## src/rtl/uniform_rng_gen_pkg.sv

```systemverilog
// uniform_rng_pkg: shared constants, mode enum and LFSR/seed helpers
// for the uniform_rng_gen slice.
package uniform_rng_pkg;

  localparam logic [31:0] LFSR_POLY    = 32'h0040_0007;
  localparam logic [31:0] DEFAULT_SEED = 32'h0000_0002;
  localparam logic [31:0] SEED_SPREAD  = 32'h9E37_79B9;

  typedef enum logic [1:0] {
    MODE_RAW    = 2'd0,
    MODE_RANGE  = 2'd1,
    MODE_DITHER = 2'd2,
    MODE_RSVD   = 2'd3
  } mode_e;

  function automatic logic [31:0] lfsr_next(
    input logic [31:0] s
  );
    return {s[30:0], 1'b0} ^ (s[31] ? LFSR_POLY : 32'h0);
  endfunction

  // An all-zero state would lock the LFSR, so it becomes 1.
  function automatic logic [31:0] chan_seed(
    input logic [31:0] base,
    input logic [31:0] k
  );
    logic [31:0] v;
    v = base ^ (SEED_SPREAD * k);
    if (v == 32'h0) v = 32'h1;
    return v;
  endfunction

endpackage

```

## src/rtl/lfsr32_galois.sv

```systemverilog
// lfsr32_galois: one 32-bit Galois LFSR channel.
// Ports: clk; load/load_value (wins over advance); advance; state.
module lfsr32_galois
  import uniform_rng_pkg::*;
(
  input  logic        clk,
  input  logic        load,
  input  logic [31:0] load_value,
  input  logic        advance,
  output logic [31:0] state
);

  always_ff @(posedge clk) begin
    if (load)
      state <= load_value;
    else if (advance)
      state <= lfsr_next(state);
  end

endmodule

```

## src/rtl/uniform_rng_gen.sv

```systemverilog
// uniform_rng_gen: multi-channel LFSR generator, raw/range/dither,
// 2-stage valid/ready pipe. Ports: clk, rst_n, seed_*, cfg_*, in_*, out_*.
module uniform_rng_gen
  import uniform_rng_pkg::*;
#(
  parameter int WIDTH       = 16,
  parameter int CHANNELS    = 4,
  parameter int NOISE_SHIFT = 8
) (
  input  logic                      clk,
  input  logic                      rst_n,
  input  logic                      seed_load,
  input  logic [31:0]               seed_data,
  input  logic [1:0]                cfg_mode,
  input  logic [WIDTH-1:0]          cfg_lo,
  input  logic [WIDTH-1:0]          cfg_hi,
  input  logic                      in_valid,
  output logic                      in_ready,
  input  logic [CHANNELS*WIDTH-1:0] in_data,
  output logic                      out_valid,
  input  logic                      out_ready,
  output logic [CHANNELS*WIDTH-1:0] out_data
);

  localparam int CW = CHANNELS * WIDTH;

  logic          adv;
  logic          accept;
  logic          lfsr_load;
  logic [CW-1:0] r_now;
  logic [CW-1:0] res;

  logic             v1;
  mode_e            m1;
  logic [WIDTH-1:0] lo1;
  logic [WIDTH-1:0] hi1;
  logic [CW-1:0]    d1;
  logic [CW-1:0]    r1;

  // Whole pipe moves together; it only freezes on output back-pressure.
  assign adv       = !out_valid || out_ready;
  assign in_ready  = rst_n && adv && !seed_load;
  assign accept    = in_valid && in_ready;
  assign lfsr_load = !rst_n || seed_load;

  function automatic logic [WIDTH-1:0] calc(
    input mode_e            m,
    input logic [WIDTH-1:0] lo,
    input logic [WIDTH-1:0] hi,
    input logic [WIDTH-1:0] d,
    input logic [WIDTH-1:0] r
  );
    logic [WIDTH:0]          span;
    logic [2*WIDTH:0]        prod;
    logic [WIDTH-1:0]        off;
    logic signed [WIDTH-1:0] noise;
    logic signed [WIDTH:0]   sum;
    logic [WIDTH-1:0]        o;
    span  = {hi[WIDTH-1], hi} - {lo[WIDTH-1], lo}
          + (WIDTH+1)'(1);
    prod  = (2*WIDTH+1)'(r) * (2*WIDTH+1)'(span);
    off   = WIDTH'(prod >> WIDTH);
    noise = $signed(r) >>> NOISE_SHIFT;
    sum   = $signed({d[WIDTH-1], d})
          + $signed({noise[WIDTH-1], noise});
    o     = r;
    unique case (1'b1)
      m == MODE_RANGE: begin
        if ($signed(hi) < $signed(lo)) o = lo;
        else o = lo + off;
      end
      m == MODE_DITHER: begin
        // Top two sum bits disagree -> overflowed WIDTH.
        if (sum[WIDTH] != sum[WIDTH-1])
          o = sum[WIDTH] ? {1'b1, {(WIDTH-1){1'b0}}}
                         : {1'b0, {(WIDTH-1){1'b1}}};
        else
          o = sum[WIDTH-1:0];
      end
      default: o = r;
    endcase
    return o;
  endfunction

  for (genvar k = 0; k < CHANNELS; k++) begin : g_ch
    logic [31:0] state;
    logic [31:0] seed;

    assign seed = chan_seed(rst_n ? seed_data : DEFAULT_SEED, 32'(k));

    lfsr32_galois u_lfsr (
      .clk        (clk),
      .load       (lfsr_load),
      .load_value (seed),
      .advance    (accept),
      .state      (state)
    );

    // r comes from the state the LFSR is about to take.
    assign r_now[k*WIDTH +: WIDTH] = WIDTH'(lfsr_next(state));
    assign res[k*WIDTH +: WIDTH] =
      calc(m1, lo1, hi1, d1[k*WIDTH +: WIDTH], r1[k*WIDTH +: WIDTH]);
  end

  always_ff @(posedge clk) begin
    if (!rst_n) begin
      v1        <= 1'b0;
      m1        <= MODE_RAW;
      lo1       <= '0;
      hi1       <= '0;
      d1        <= '0;
      r1        <= '0;
      out_valid <= 1'b0;
      out_data  <= '0;
    end else if (seed_load) begin
      v1        <= 1'b0;
      out_valid <= 1'b0;
    end else if (adv) begin
      v1        <= accept;
      out_valid <= v1;
      if (accept) begin
        m1  <= mode_e'(cfg_mode);
        lo1 <= cfg_lo;
        hi1 <= cfg_hi;
        d1  <= in_data;
        r1  <= r_now;
      end
      if (v1) out_data <= res;
    end
  end

endmodule

```

## config.mk

```make
export PLATFORM = sky130hd
export DESIGN_NAME = uniform_rng_gen
export DESIGN_NICKNAME = d
export VERILOG_FILES = /design/src/rtl/uniform_rng_gen_pkg.sv /design/src/rtl/lfsr32_galois.sv /design/src/rtl/uniform_rng_gen.sv
export SDC_FILE = /design/constraint.sdc
export NUM_CORES = 2
export LEC_CHECK = 0
export BUFFER_PORTS_ARGS = -buffer_cell sky130_fd_sc_hd__clkbuf_2
export CAP_MARGIN = 20
export CORE_MARGIN = 8
export CORE_UTILIZATION = 60
export CTS_CLUSTER_SIZE = 20
export DETAILED_ROUTE_END_ITERATION = 7
export GPL_TIMING_DRIVEN = 0
export PLACE_DENSITY = 0.78
export SLEW_MARGIN = 25
export SYNTH_ARGS = -nofsm -noshare
export SYNTH_HDL_FRONTEND = slang
export SYNTH_HIERARCHICAL = 1
export SYNTH_SLANG_ARGS = --single-unit
```

## constraint.sdc

```tcl
create_clock -name clk -period 15.4 [get_ports clk]
set_clock_uncertainty 0.15 [all_clocks]
set_input_delay 0.77 -clock clk [delete_from_list [all_inputs] [get_ports clk]]
set_output_delay 0.77 -clock clk [all_outputs]
set_load 0.005 [all_outputs]
```

== Word level (Yosys, flattened, before mapping) ==
Index checks and enable logic that the tools add are counted.

* Flip-flop bits (word level): 356
* Input port bits: 135
* Output and inout port bits: 66
* Word-level logic and storage cells: 91

* Add/sub/neg operators: 10
* $mul: 4
* $lt $le $gt $ge: 1
* Eq/ne operators: 6
* Muxes and demuxes: 33
* Bitwise operators: 9
* Reduce and logical (&&, ||, !) cells: 16

{| class="wikitable"
|+ Operators with widths
! kind !! count
|-
| $mux W32 || 13
|-
| $mux W16 || 12
|-
| $logic_not A32 Y1 || 4
|-
| $mul A16 B17 Y32 || 4
|-
| $pmux W16 S2 || 4
|-
| $xor A32 B23 Y32 || 4
|-
| $mux W23 || 4
|-
| $add A16 B8 Y17 || 4
|-
| $add A16 B16 Y16 || 4
|-
| $not A20 Y20 || 1
|-
| $not A19 Y19 || 1
|-
| $not A18 Y18 || 1
|-
| $add A17 B1 Y17 const B || 1
|-
| $sub A16 B16 Y17 || 1
|-
| $lt A16 B16 Y1 || 1
|-
| $reduce_and A3 Y1 || 2
|-
| $ne A1 B1 Y1 || 4
|-
| $logic_and A1 B1 Y1 || 3
|-
| $logic_not A1 Y1 || 3
|-
| $eq A2 B1 Y1 const B || 1
|-
| $eq A2 B2 Y1 const B || 1
|-
| $logic_or A1 B1 Y1 || 2
|-
| $not A1 Y1 || 2
|-
| $reduce_bool A2 Y1 || 1
|-
| $reduce_or A2 Y1 || 1
|}

== Logic depth before layout (Yosys ltp) ==
* Depth in word-level cells: 7
* Gate-level depth with buffers: 49

== Modules after synthesis ==
Netlist, hierarchy kept.

{| class="wikitable"
|+ By module, submodules not included
! module !! times used !! cells an instance !! area each (um2) !! sequential area each (um2)
|-
| uniform_rng_gen || 1 || 6069 || 50786.2 || 4564.4
|-
| lfsr32_galois || 4 || 75 || 1495.2 || 960.9
|}

== Least setup slack after synthesis ==
No wires, ideal clock.

* Path kind: reg2reg
* From: register lo1[1]
* To: register out_data[47]
* Setup time: 0.122 ns
* Arrival time: 10.493 ns
* Data required time: 15.128 ns
* Slack: 4.635 ns
* Cell stages (with the launch flop): 50
* Path buffers: 1
* Clock period less this slack: 10.765 ns
* Cell sequence: dfxtp_1 inv_1 ha_1 inv_1 ha_1 inv_1 fa_1 o21ai_1 a21oi_1 o21bai_1 a21oi_1 o21ai_1 a31oi_1 inv_1 a21oi_1 xnor2_1 clkbuf_1 nand2_1 [14 not listed] o31a_1 o21ai_0 nand2b_1 and2_1 o21a_1 nor2_1 ha_1 a21o_1 nor4_1 o21a_1 nor3_1 or3b_1 a41oi_1 xnor2_1 xnor3_1 nor2_1 xnor2_1 o21ai_1

* Word-level cells in the longest chain between the ends: 6
* Elaborated cells on any way between the ends: 7
* Classes of those cells: add/sub (3); mul (1); order compare (1); mux (2)

{| class="wikitable"
|+ RTL lines
! item !! RTL line !! source
|-
| start: declaration || uniform_rng_gen.sv:35 || <nowiki>logic [WIDTH-1:0] lo1;</nowiki>
|-
| start signal: assignment || uniform_rng_gen.sv:123 || <nowiki>lo1 <= cfg_lo;</nowiki>
|-
| $sub A16 B16 Y17 || uniform_rng_gen.sv:59 || <nowiki>span = {hi[WIDTH-1], hi} - {lo[WIDTH-1], lo}</nowiki>
|-
| $add A17 B1 Y17 || uniform_rng_gen.sv:60 || <nowiki>+ (WIDTH+1)'(1);</nowiki>
|-
| $mul A16 B17 Y32 || uniform_rng_gen.sv:61 || <nowiki>prod = (2*WIDTH+1)'(r) * (2*WIDTH+1)'(span);</nowiki>
|-
| $add A16 B16 Y16 || uniform_rng_gen.sv:70 || <nowiki>else o = lo + off;</nowiki>
|-
| $mux W16 (*) || uniform_rng_gen.sv:69 || <nowiki>if ($signed(hi) < $signed(lo)) o = lo;</nowiki>
|-
| $pmux W16 S2 (*) || uniform_rng_gen.sv:67 || <nowiki>unique case (1'b1)</nowiki>
|-
| end signal: assignment || uniform_rng_gen.sv:128 || <nowiki>if (v1) out_data <= res;</nowiki>
|-
| end: declaration || uniform_rng_gen.sv:22 || <nowiki>output logic [CHANNELS*WIDTH-1:0] out_data</nowiki>
|}

Mark *: on every way between the ends. The rest lies on a longest branch, timed or not.
A chain may end at the register's enable or synchronous reset.

== Final worst setup path ==
Ends and elaborated chain as after synthesis.

==> impl_metrics.ini <==
[synth]
synth.area.top_cells = fa_1, ha_1, dfxtp_1
synth_flop_cell = dfxtp_1
post-synth-top-count-cell = nand2_1
netlist_instances = 6369
syn-num-nets = 7903
synth_commonest_cells = nand2_1, inv_1, fa_1, ha_1, and2_1
synth_cell_types = 95
ys_seq_area_share_pct = 14.8
syn_avg_cell_area_um2 = 8.91
yosysTopAreaCell = fa_1
ys_ff_latch = 356
ys.warnings.count = 6
synth-edff-count = 128
yosysTopAreaCellShare_pct = 29.6
syn_area_um2 = 56800
synth-async-reset-ratio_pct = 0

[timing]
holdWs_ns = 0.290
fmax_ghz = 0.0735
fin_ws_ns = 1.80
period_needed_ns = 13.60
setup_tns_ns = 0
slew_violations = 0
relSlewSlack_pct = 17.1
rsz0062_at_grt = false
period_share_pct = 88.3
tightest_slew_ns = 1.24
final_hold_viol_count = 0
finalSetupViolations = 0

[hold_path]
hold_start = in_data[9]
hold_end = d1[9]
hp-class = input pin to flip-flop
whs_path_depth = 3

[power]
powerDensity_nw_per_um2 = 75.8
power_mw = 4.61
ir_drop_v = 0.0000984
pwr-share-comb_pct = 56.7
netSwitchingFraction_pct = 48.7
seq_power_share_pct = 23.8
switching_power_mw = 2.24
power.internal_mw = 2.36
p_clk_share_pct = 19.5
power.leakage_nw = 30.1

[place]
port-buffer-count = 200
gp_congestion = 1.07
hpwl_mm = 162
dp_slack_ns = 1.99

[cts]
htreeDepth = 2
cts_sinks = 356
cts_buffers = 34
insertion_delay_ns = 0.57
cts_setup_buffers = 0
cts_root_buffer = clkbuf_16
cts_tree = done
clockBufferDepth = 3
cts_resized = 0
clk_pin_slew_worst_paths_ns = 0.08
hold_buffers = 0

[worst_setup_path]
rr_startpoint = lo1[1]
arrival_ns = 13.89
r2r_slack_ns = 1.80
path_max_fanout = 10
slowest_stage = xor2_1
timing.rr.end = out_data[47]
max_stage_delay_ns = 0.82
endpoint_kind = flip-flop
start_kind = flip-flop
r2r_cells = 48
crit_required_ns = 15.69
crit_type = flip-flop to flip-flop
cpMostUsedCell = fa_1

[final_layout]
fin_util_pct = 64.3
final.fill_count = 8167
nNetsFinal = 8149
drive_gt1_share_pct = 6.91
areaGrowthSynthToFinish_pct = 7.05

[global_routing]
grt_pass1_wl_mm = 296
globalRouteTotalUtil_pct = 37.9
grt_pass1_vias = 48600
antenna_found_initial = 21
grt_max_degree = 33
grt-ovfl-total = 0

[run]
maxCapViolCount = 0

[detailed_routing]
ant_nets = 0
drc = 0
first_pass_iters = 6
totalWireLength_mm = 199
vias = 47600
drt-vias-per-instance = 6.01
drt_iter0_drc = 4763
wire_per_inst_um = 25.1

[floorplan]
boundaryPins = 201
die_height_um = 324
rows = 113
coreArea_um2 = 94400
die_w_um = 324
start_util_pct = 60.1
dieArea_um2 = 105000

[run_status]
run_status = completed
==> flip-flops by register name (all words and copies together) (netlist names) <==
name and flops:
v1 1, lo1 16, out_data 64, hi1 16, m1 2, out_valid 1
g_ch.u_lfsr/state 128, d1 64, r1 64
==> final cells by class <==
| type | count | area, µm² | share of cell area, % |
|---|---|---|---|
| Multi-Input combinational cell | 4601 | 43000 | 70.7 |
| Sequential cell | 356 | 8410 | 13.8 |
| Inverter | 1064 | 3990 | 6.57 |
| Tap cell | 1265 | 1580 | 2.60 |
| Buffer | 348 | 1530 | 2.51 |
| Timing Repair Buffer | 210 | 1110 | 1.83 |
| Clock buffer | 43 | 980 | 1.61 |
| Clock inverter | 16 | 165 | 0.272 |
| Antenna cell | 16 | 40.0 | 0.0659 |
==> per-layer routing <==
metal  GRT usage, %  up-vias  routed length [µm]
met2           58.1     2830               86900
met5              0        -                 161
met4           26.4       18               16900
met1           46.5    23400               71600
li1               -    20600                   -
met3           10.2      784               23500
==> cells in the final DEF, fill, tap and decap left out, types with 45 or more instances in the layout <==
cell / n
a21oi_1: 162
a21o_1: 81
and2_1: 485
clkbuf_2: 208
nor2b_1: 51
nor2_1: 92
clkbuf_1: 310
fa_1: 839
xor2_1: 63
edfxtp_1: 128
a21boi_0: 161
nand2_1: 1096
o21ai_1: 45
xnor2_1: 139
o21ai_0: 140
nand2b_1: 67
inv_1: 1062
dfxtp_1: 228
mux2_4: 92
ha_1: 560
==> how the worst max path moves through the flow <==
stage	startpoint	endpoint	depth (start not counted)
3_5_place_dp	lo1[1]	out_data[60]	47
2_1_floorplan	lo1[1]	out_data[47]	49
3_3_place_gp	lo1[1]	out_data[60]	47
4_1_cts	lo1[1]	out_data[60]	47
5_1_grt	lo1[1]	out_data[47]	48
6_report	lo1[1]	out_data[47]	48
==> metrics by stage <==
stage          area (µm²)  std cells
6_report            60800       7919
5_1_grt             60700       7904
4_1_cts             60700       7902
3_5_place_dp        59500       7843
3_3_place_gp        59400       7834
2_1_floorplan       56800       6369
==> power by group through the flow <==
stage               registers, mW  clock network (mW)  logic (mW)
finish                       1.09               0.898        2.61
global route                 1.10               0.932        2.81
CTS                          1.09               0.902        2.53
detailed placement           1.11                   0        2.50
global placement             1.11                   0        2.43
floorplan                    1.08                   0        1.56
==> cells by family (layout without fill, tap and decap cells) <==
group / count (synthesis) / after routing / synth area share [%]
AOI/OAI and AO/OA: 871 / 871 / 10.4
xor gates and xnor gates: 217 / 217 / 3.42
adders and majority gates: 1413 / 1413 / 42.2
buffers and inverters: 1412 / 1681 / 9.71
DFF: 356 / 356 / 14.8
muxes: 119 / 119 / 2.98
other: 0 / 16 / 0
and+or+nand+nor: 1981 / 1981 / 16.5
==> critical path, delay by kind of cell, from the launching register on <==
kind                       cells  cell delay [ns]
AOI/OAI and AO/OA             17             3.52
buffers and inverters          7             1.17
xor gates and xnor gates       4             1.52
DFF                            1             0.64
adders and majority gates     11             4.59
and+or+nand+nor                9             1.87
Note: power is estimated with default switching activity, not from simulation.
